[config.mk]
export PLATFORM = sky130hd
export DESIGN_NAME = gmii_tx_mac
export DESIGN_NICKNAME = d
export VERILOG_FILES = /design/src/rtl/eth_pkg.sv /design/src/rtl/crc32_byte.sv /design/src/rtl/gmii_tx_mac.sv
export SDC_FILE = /design/constraint.sdc
export NUM_CORES = 1
export LEC_CHECK = 0
export CAP_MARGIN = 20
export CORE_ASPECT_RATIO = 0.8
export CORE_MARGIN = 2
export CORE_UTILIZATION = 54
export CTS_CLUSTER_DIAMETER = 200
export CTS_CLUSTER_SIZE = 12
export DETAILED_ROUTE_END_ITERATION = 12
export GPL_ROUTABILITY_DRIVEN = 1
export PLACE_DENSITY_LB_ADDON = 0.1
export SLEW_MARGIN = 10
export SYNTH_ARGS = -nofsm -noshare
export SYNTH_HDL_FRONTEND = slang
export SYNTH_SLANG_ARGS = --single-unit
[constraint.sdc]
create_clock -name clk -period 2.68 [get_ports clk]
set_clock_uncertainty 0.2 [all_clocks]
set_input_delay 0.67 -clock clk [delete_from_list [all_inputs] [get_ports clk]]
set_output_delay 0.67 -clock clk [all_outputs]
set_load 0.1 [all_outputs]
[src/rtl/eth_pkg.sv]
// Shared Ethernet constants and the transmit MAC state type.
package eth_pkg;

   localparam logic [7:0]  PREAMBLE_BYTE = 8'h55;
   localparam logic [7:0]  SFD_BYTE      = 8'hD5;
   localparam logic [31:0] CRC32_POLY    = 32'hEDB88320;
   localparam logic [31:0] CRC32_INIT    = 32'hFFFFFFFF;

   localparam int unsigned PREAMBLE_LEN = 7;
   localparam int unsigned FCS_LEN      = 4;

   typedef enum logic [2:0] {
      StIdle,
      StPreamble,
      StSfd,
      StData,
      StPad,
      StFcs,
      StDrain,
      StIfg
   } tx_state_e;

endpackage

[src/rtl/crc32_byte.sv]
// Combinational CRC-32 (reflected) update by one byte; usable by both TX and RX paths.
module crc32_byte
   import eth_pkg::*;
(
   input  logic [31:0] crc,
   input  logic [7:0]  data,
   output logic [31:0] crc_next
);

   function automatic logic [31:0] crc_step(input logic [31:0] c_in, input logic [7:0] d);
      logic [31:0] c;
      c = c_in ^ {24'h000000, d};
      for (int i = 0; i < 8; i++) begin
         c = c[0] ? ((c >> 1) ^ CRC32_POLY) : (c >> 1);
      end
      return c;
   endfunction

   assign crc_next = crc_step(crc, data);

endmodule

[src/rtl/gmii_tx_mac.sv]
// GMII transmit MAC: frames an AXI-Stream byte stream with preamble, SFD, zero padding and
// FCS, then enforces the inter-frame gap. All GMII outputs are registered.
module gmii_tx_mac
   import eth_pkg::*;
#(
   parameter int unsigned MIN_FRAME_BYTES = 60,
   parameter int unsigned IFG_BYTES       = 12
) (
   input  logic       clk,
   input  logic       sresetn,
   output logic       axis_i_tready,
   input  logic       axis_i_tvalid,
   input  logic [7:0] axis_i_tdata,
   input  logic       axis_i_tlast,
   output logic [7:0] eth_txd,
   output logic       eth_txen,
   output logic       eth_txer
);

   localparam logic [10:0] MinBytes     = 11'(MIN_FRAME_BYTES);
   localparam logic [15:0] IfgLast      = 16'((IFG_BYTES > 0) ? (IFG_BYTES - 1) : 0);
   localparam logic [2:0]  PreambleLast = 3'(PREAMBLE_LEN - 1);
   localparam logic [2:0]  FcsLast      = 3'(FCS_LEN - 1);

   tx_state_e   state_q, state_d;
   logic [10:0] cnt_q, cnt_d;
   logic [2:0]  phase_q, phase_d;
   logic [15:0] ifg_q, ifg_d;
   logic [31:0] crc_q, crc_d;
   logic [7:0]  txd_q, txd_d;
   logic        txen_q, txen_d;
   logic        txer_q, txer_d;

   logic [10:0] cnt_inc;
   logic [7:0]  crc_data;
   logic [31:0] crc_next;
   logic [31:0] crc_fin;

   // Byte counter saturates so arbitrarily long frames never wrap back under the pad limit.
   assign cnt_inc  = (cnt_q == 11'h7FF) ? cnt_q : (cnt_q + 11'd1);
   assign crc_data = (state_q == StPad) ? 8'h00 : axis_i_tdata;
   assign crc_fin  = ~crc_q;

   crc32_byte u_crc32_byte (
      .crc      (crc_q),
      .data     (crc_data),
      .crc_next (crc_next)
   );

   always_comb begin
      state_d       = state_q;
      cnt_d         = cnt_q;
      phase_d       = phase_q;
      ifg_d         = ifg_q;
      crc_d         = crc_q;
      txd_d         = 8'h00;
      txen_d        = 1'b0;
      txer_d        = 1'b0;
      axis_i_tready = 1'b0;

      case (state_q)
         StIdle: begin
            if (axis_i_tvalid) begin
               txd_d   = PREAMBLE_BYTE;
               txen_d  = 1'b1;
               phase_d = 3'd0;
               cnt_d   = 11'd0;
               crc_d   = CRC32_INIT;
               state_d = StPreamble;
            end
         end

         // Registered outputs lead the state by one cycle, so the last preamble cycle
         // already loads the SFD byte.
         StPreamble: begin
            txen_d = 1'b1;
            if (phase_q == PreambleLast) begin
               txd_d   = SFD_BYTE;
               state_d = StSfd;
            end else begin
               txd_d   = PREAMBLE_BYTE;
               phase_d = phase_q + 3'd1;
            end
         end

         StSfd, StData: begin
            axis_i_tready = 1'b1;
            txen_d        = 1'b1;
            if (axis_i_tvalid) begin
               txd_d = axis_i_tdata;
               cnt_d = cnt_inc;
               crc_d = crc_next;
               if (axis_i_tlast) begin
                  phase_d = 3'd0;
                  state_d = (cnt_inc < MinBytes) ? StPad : StFcs;
               end else begin
                  state_d = StData;
               end
            end else begin
               txer_d  = 1'b1;
               state_d = StDrain;
            end
         end

         StPad: begin
            txen_d = 1'b1;
            cnt_d  = cnt_inc;
            crc_d  = crc_next;
            if (cnt_inc >= MinBytes) begin
               state_d = StFcs;
            end
         end

         StFcs: begin
            txen_d = 1'b1;
            case (phase_q[1:0])
               2'd0:    txd_d = crc_fin[7:0];
               2'd1:    txd_d = crc_fin[15:8];
               2'd2:    txd_d = crc_fin[23:16];
               default: txd_d = crc_fin[31:24];
            endcase
            if (phase_q == FcsLast) begin
               ifg_d   = 16'd0;
               state_d = StIfg;
            end else begin
               phase_d = phase_q + 3'd1;
            end
         end

         StDrain: begin
            axis_i_tready = 1'b1;
            if (axis_i_tvalid && axis_i_tlast) begin
               ifg_d   = 16'd0;
               state_d = StIfg;
            end
         end

         StIfg: begin
            if (ifg_q >= IfgLast) begin
               state_d = StIdle;
            end else begin
               ifg_d = ifg_q + 16'd1;
            end
         end

         default: state_d = StIdle;
      endcase
   end

   always_ff @(posedge clk) begin
      if (!sresetn) begin
         state_q <= StIdle;
         cnt_q   <= 11'd0;
         phase_q <= 3'd0;
         ifg_q   <= 16'd0;
         crc_q   <= 32'd0;
         txd_q   <= 8'h00;
         txen_q  <= 1'b0;
         txer_q  <= 1'b0;
      end else begin
         state_q <= state_d;
         cnt_q   <= cnt_d;
         phase_q <= phase_d;
         ifg_q   <= ifg_d;
         crc_q   <= crc_d;
         txd_q   <= txd_d;
         txen_q  <= txen_d;
         txer_q  <= txer_d;
      end
   end

   assign eth_txd  = txd_q;
   assign eth_txen = txen_q;
   assign eth_txer = txer_q;

endmodule

Word-level counts from Yosys, hierarchy flattened
Index checks and enable logic that the tools add are counted.
Storage, ports and cells
  flip-flop bits (word level): 75
  input port bits: 12
Cells by class
  add/sub/neg operators: 3
  $lt $le $gt $ge: 3
  equal/unequal tests: 23
  muxes and demuxes: 45
  bitwise logic cells: 10
  reduce and logical (&&, ||, !) cells: 14
Operator list (count)
  two-way mux 32 bit: 10
  NOT 13 -> 14 bit: 8
  one-hot mux 32 bit (3 select lines): 1
  two-way mux 16 bit: 3
  one-hot mux 16 bit (3 select lines): 1
  two-way mux 3 bit: 13
  two-way mux 11 bit: 3
  one-hot mux 11 bit (3 select lines): 1
  NOT 32 bit: 1
  one-hot mux 8 bit (4 select lines): 1
  XOR 32 x 8 -> 32 bit: 1
  two-way mux 8 bit: 3
  one-hot mux 8 bit (3 select lines): 1
  one-hot mux 3 bit (7 select lines): 1
  inequality test 2 bit (second input constant): 10
  adder 16 x 1 -> 16 bit (second input constant): 1
  greater-or-equal comparator 16 x 4 -> 1 bit (second input constant): 1
  == test 3 bit (second input constant): 5
  one-hot mux 3 bit (4 select lines): 1
  AND reduction 6 bit: 2
  adder 11 x 1 -> 11 bit (second input constant): 1
  == test 11 bit (second input constant): 1
  greater-or-equal comparator 11 x 6 -> 1 bit (second input constant): 1
  < comparator 11 x 6 -> 1 bit (second input constant): 1
  20 further kinds: 26

Logic depth before layout (Yosys ltp)
  word-level depth: 21
  depth in mapped cells: 9
  depth with buffers taken out: 8

Hierarchy
Synthesis repeated with hierarchy kept, for this count alone.
Second synthesis, totals
  cell total of the unflattened synthesis: 473
  area, all modules: 4381.7 µm²
By module, submodules not included
  gmii_tx_mac: times used 1, cells an instance 410, area each 3410.8 µm², seq. area each 1501.4 µm²
  crc32_byte: times used 1, cells an instance 63, area each 970.9 µm², seq. area each 0.0 µm²

Least setup slack after synthesis
No wires, ideal clock.
  kind: register -> output
  start: register state_q[1]
  end: output port axis_i_tready
  arrival time: 3.130 ns
  required time: 1.810 ns
  setup slack: -1.320 ns
  stages on the path, launching flop included: 4
  cells stage by stage: dfxtp_1 clkbuf_1 clkbuf_1 a21boi_0
On the way
  cells in the longest elaborated chain, start to end: 3
  elaborated cells on any way between the ends: 5
  classes of those cells: 3 x eq/ne; 1 x mux; 1 x reduce/logical
RTL lines
  start, declared: RTL line gmii_tx_mac.sv:25  | tx_state_e state_q, state_d;
  start signal, assigned: RTL line gmii_tx_mac.sv:152  | state_q <= StIdle;
  start signal, assigned: RTL line gmii_tx_mac.sv:161  | state_q <= state_d;
  == test 3 bit or == test 3 x 2 -> 1 bit (tied branches): RTL line gmii_tx_mac.sv:61  | case (state_q)
  OR reduction 3 bit (no source line) (*)
  two-way mux 1 bit (*): RTL line gmii_tx_mac.sv:61
  end, declared: RTL line gmii_tx_mac.sv:11  | output logic axis_i_tready,
Every way passes the cells marked *; elsewhere a longest branch is shown, timed or not.

Worst setup path in the final report
  start: input port axis_i_tdata[1]
  end: register crc_q[19]
On the way
  cells in the longest elaborated chain, start to end: 12
RTL lines
  start, declared: RTL line gmii_tx_mac.sv:13  | input logic [7:0] axis_i_tdata,
  two-way mux 8 bit (*): RTL line gmii_tx_mac.sv:41  | assign crc_data = (state_q == StPad) ? 8'h00 : axis_i_tdata;
  XOR 32 x 8 -> 32 bit (*): RTL line crc32_byte.sv:12  | c = c_in ^ {24'h000000, d};
  two-way mux 32 bit (*) (8 in a row): RTL line crc32_byte.sv:14  | c = c[0] ? ((c >> 1) ^ CRC32_POLY) : (c >> 1);
  two-way mux 32 bit: RTL line gmii_tx_mac.sv:89  | if (axis_i_tvalid) begin
  one-hot mux 32 bit (3 select lines) (*): RTL line gmii_tx_mac.sv:61
  end signal, assigned: RTL line gmii_tx_mac.sv:165  | crc_q <= crc_d;
  end, declared: RTL line gmii_tx_mac.sv:29  | logic [31:0] crc_q, crc_d;
Every way passes the cells marked *; elsewhere a longest branch is shown, timed or not. The select of a mux whose other input is x is not followed.
A chain may end at the register's enable or synchronous reset.

==> summary.md <==
| Metric | Value |
|---|---|
| Status | `finished clean` |
| Clock network fraction of total power | `under 10%` |
| Reg clk slew, reported paths | `about 80 ps` |
| Synth top area share | `between 30 and 40%` |
| Worst hold path type | `reg -> reg` |
| Routed len/inst | `about 17 um` |
| Vias | `4050` |
| WP depth | `8` |
| Area grow syn2layout | `21.05%` |
| Synthesized area | `4369 um2` |
| Crit-path max cell delay | `450 ps` |
| HPWL Detailed | `around 8500 um` |
| Num CTS Buffers | `9` |
| Cells along the critical path | `clkdlybuf4s50_1 -> nor2b_1 -> a211oi_4 -> xor2_2 -> xnor2_2 -> buf_4 -> xnor3_1 -> a221oi_2` |
| Initial Util | `around 55%` |
| PwrDens | `1491 nW/um2` |
| Global-route usage over all layers | `roughly 28%` |
| Internal power | `about 0.0044 W` |
| Residual DRC count | `0` |
| Sw Pwr | `~0.0035 W` |
| Clk root buf | `clkbuf_8` |
| Clock latency at the later pin of the worst-skew pair | `around 350 ps` |
| Cells on Worst Hold Path | `2` |
| Power share of the combinational group | `a little under 70%` |
| Fin crit period | `roughly 2600 ps` |
| Num Clock Sinks | `75` |
| Family with the most delay on the worst path | `buffers and inverters` |
| Worst vdd ir | `1382 uV` |
| Seq. cell area | `between 1500 and 2000 um2` |
| Seq pwr share | `21.7%` |
| Leakage | `about 2.1 nW` |
| Fin crit share | `between 90% and 100%` |
| Setup ws final | `approximately 130 ps` |
| Via-to-Cell Ratio | `roughly 5.8` |
| Most common cell in the netlist | `dfxtp_1` |
| Fin. Hold Viols | `0` |
| # rows | `29` |
| Setup crit start kind | `input port` |
| Sw frac | `a little over two fifths` |
| Fillers | `approximately 680` |
| Async SR Flop Fraction | `0%` |
| CP max FO | `4` |
| Slowest-stage cell, CP | `clkdlybuf4s50_1` |
| Setup violation total in the final timing report | `0` |
| Worst slack, placed | `-282.6 ps` |
| Initial antenna violation count | `0` |
| Antenna cells | `0` |
| Full die area | `slightly below 9000 um2` |
| CP Capture Type | `flop` |
| Max Clock Freq | `391.5 MHz` |
| Number of synthesized flops with an enable pin | `0` |
| CORE AREA | `7874 um2` |
| Share of cells above drive strength 1 | `between 10% and 20%` |
| Net count reported at finish | `600` |
| Yosys Warn Count | `0` |
| R2R cell count | `8` |
| Area occupied by multi-input gates | `2766 um2` |
| Synth cell types | `58` |
| Sequential cell area fraction in the yosys report | `34.36%` |
| Die Y | `about 84 um` |
| RD Place Congestion | `0.9632` |
| CP required | `~2700 ps` |
| DRT Pass-1 Iters | `5` |
| IO Port Bufs | `22` |
| Wire length of the first global-routing pass | `around 19000 um` |
| Max Cap Viol | `0` |
| Synthesized instance count | `between 500 and 600` |
| Seq cells post-synth | `between 70 and 80` |
| CP Class | `in -> reg` |
| Remaining global-route overflow | `0` |
| Fin. max-slew vios | `0` |
| Vias in the first global route | `around 3700` |
| Initial DRC Count | `345` |
| Top post-synthesis cells by area | `dfxtp_1, xnor2_1, a21oi_1` |
| WP buf/inv | `2` |
| Hold slack | `between 200 and 300 ps` |
| Worst Tran Pin Value | `a little under 1000 ps` |
| Top FF cell, synth | `dfxtp_1` |
| Cell taking the most area after synthesis | `dfxtp_1` |
| Syn Nets | `538` |
| H-tree lvl count | `3` |
| CP Data Arrival Time | `approximately 2600 ps` |
| Commonest cells post-synth | `dfxtp_1, xnor2_1, nor2_1` |
| Syn avg cell area | `8.418 um2` |
| Routed Antenna Nets | `0` |
| WL final | `12020 um` |
| TritonCTS clock tree | `built` |
| Largest net degree at the start of global routing | `34` |
| RSZ-0062 raised after global routing | `yes` |
| Clock buffer depth | `2` |
| Slew margin rel. | `approximately a third` |
| Number of I/O pins | `23` |
| DIE WIDTH | `104.6 um` |
==> registers in the layout (all words and copies together), names as in the netlist <==
name,flops
phase_q,3
eth_txer,1
ifg_q,16
eth_txen,1
state_q,3
eth_txd,8
crc_q,32
cnt_q,11
==> logic make-up after synthesis <==
kind of cell	count (synthesis)	synth area share, %
XOR/XNOR	77	16.90
multiplexers	2	0.4868
adder cells (fa/ha/maj)	7	2.004
AO/OA/AOI/OAI	145	22.57
AND/OR/NAND/NOR	169	19.79
flip-flops	75	34.36
buffers and inverters	44	3.895
==> per-stage QoR <==
stage	instances	util, %	cell area [um2]	TNS (ps)	power, W
after floorplan	519	-	4380	0	0.005179
after global placement	675	64.15	5051	-2712	0.006773
after detailed placement	675	64.15	5051	-3267	0.006843
after CTS	691	66.28	5219	0	0.007648
after global routing	694	67.17	5289	-2.759	0.008342
final	694	67.17	5289	0	0.007886
==> routing by layer <==
layer  vias to the layer above  track usage, %  routed length (um)
met2                       194           37.91                4968
li1                       1963               -                   -
met5                         -               0                   0
met3                        13           6.910                1161
met1                      1880           42.82                5768
met4                         0           6.388                 125
==> tightest hold or removal path, delay by kind of cell (launching register included) <==
family / cells / cell delay [ps]
DFF: 1 / 340
AOI/OAI and AO/OA: 1 / 50
and+or+nand+nor: 1 / 80
==> final cells by class <==
type | instances | area share, %
clock buffers | 10 | 2.413
clock inverters | 6 | 0.6151
inverters | 14 | 0.9936
multi-input cells | 400 | 52.31
flip-flops and latches | 75 | 28.39
well taps | 108 | 2.555
repair buffers | 81 | 12.73
==> power by group through the flow <==
stage                     clock, W  sequential, W  combinational, W
after floorplan                  0        0.00189           0.00329
after global placement           0        0.00170           0.00507
after detailed placement         0        0.00172           0.00513
after CTS                 0.000770        0.00169           0.00518
after global routing      0.000813        0.00175           0.00578
final                     0.000755        0.00171           0.00542
==> path summary, 6_finish.rpt <==
kind / to / startpoint / slack (ps)
max: crc_q[19]$_SDFFE_PN0P_ / axis_i_tdata[1] / 130
max reg2reg: crc_q[18]$_SDFFE_PN0P_ / state_q[0]$_SDFFE_PN0P_ / 130
min: ifg_q[15]$_SDFFE_PN0P_ / ifg_q[15]$_SDFFE_PN0P_ / 290
min reg2reg: ifg_q[15]$_SDFFE_PN0P_ / ifg_q[15]$_SDFFE_PN0P_ / 290
==> placed cells by master, fill, tap and decap left out, types with 13 or more instances in the layout <==
| master | n |
|---|---|
| a21oi_1 | 41 |
| and3_1 | 13 |
| buf_4 | 67 |
| dfxtp_1 | 75 |
| inv_1 | 14 |
| nand2_1 | 31 |
| nor2_1 | 47 |
| nor2b_1 | 16 |
| nor3_1 | 16 |
| o21ai_0 | 34 |
| xnor2_1 | 46 |
| xor2_1 | 20 |
==> timing repair <==
action | in CTS | in global routing
setup endpoints to repair | 4 | 12
pin swaps | 0 | 4
gates resized for setup | 1 | 8
hold buffers | 0 | 0
buffers inserted | 0 | 3
endpoints found under the hold margin | 0 | 0
(Power assumes the default switching activity.)
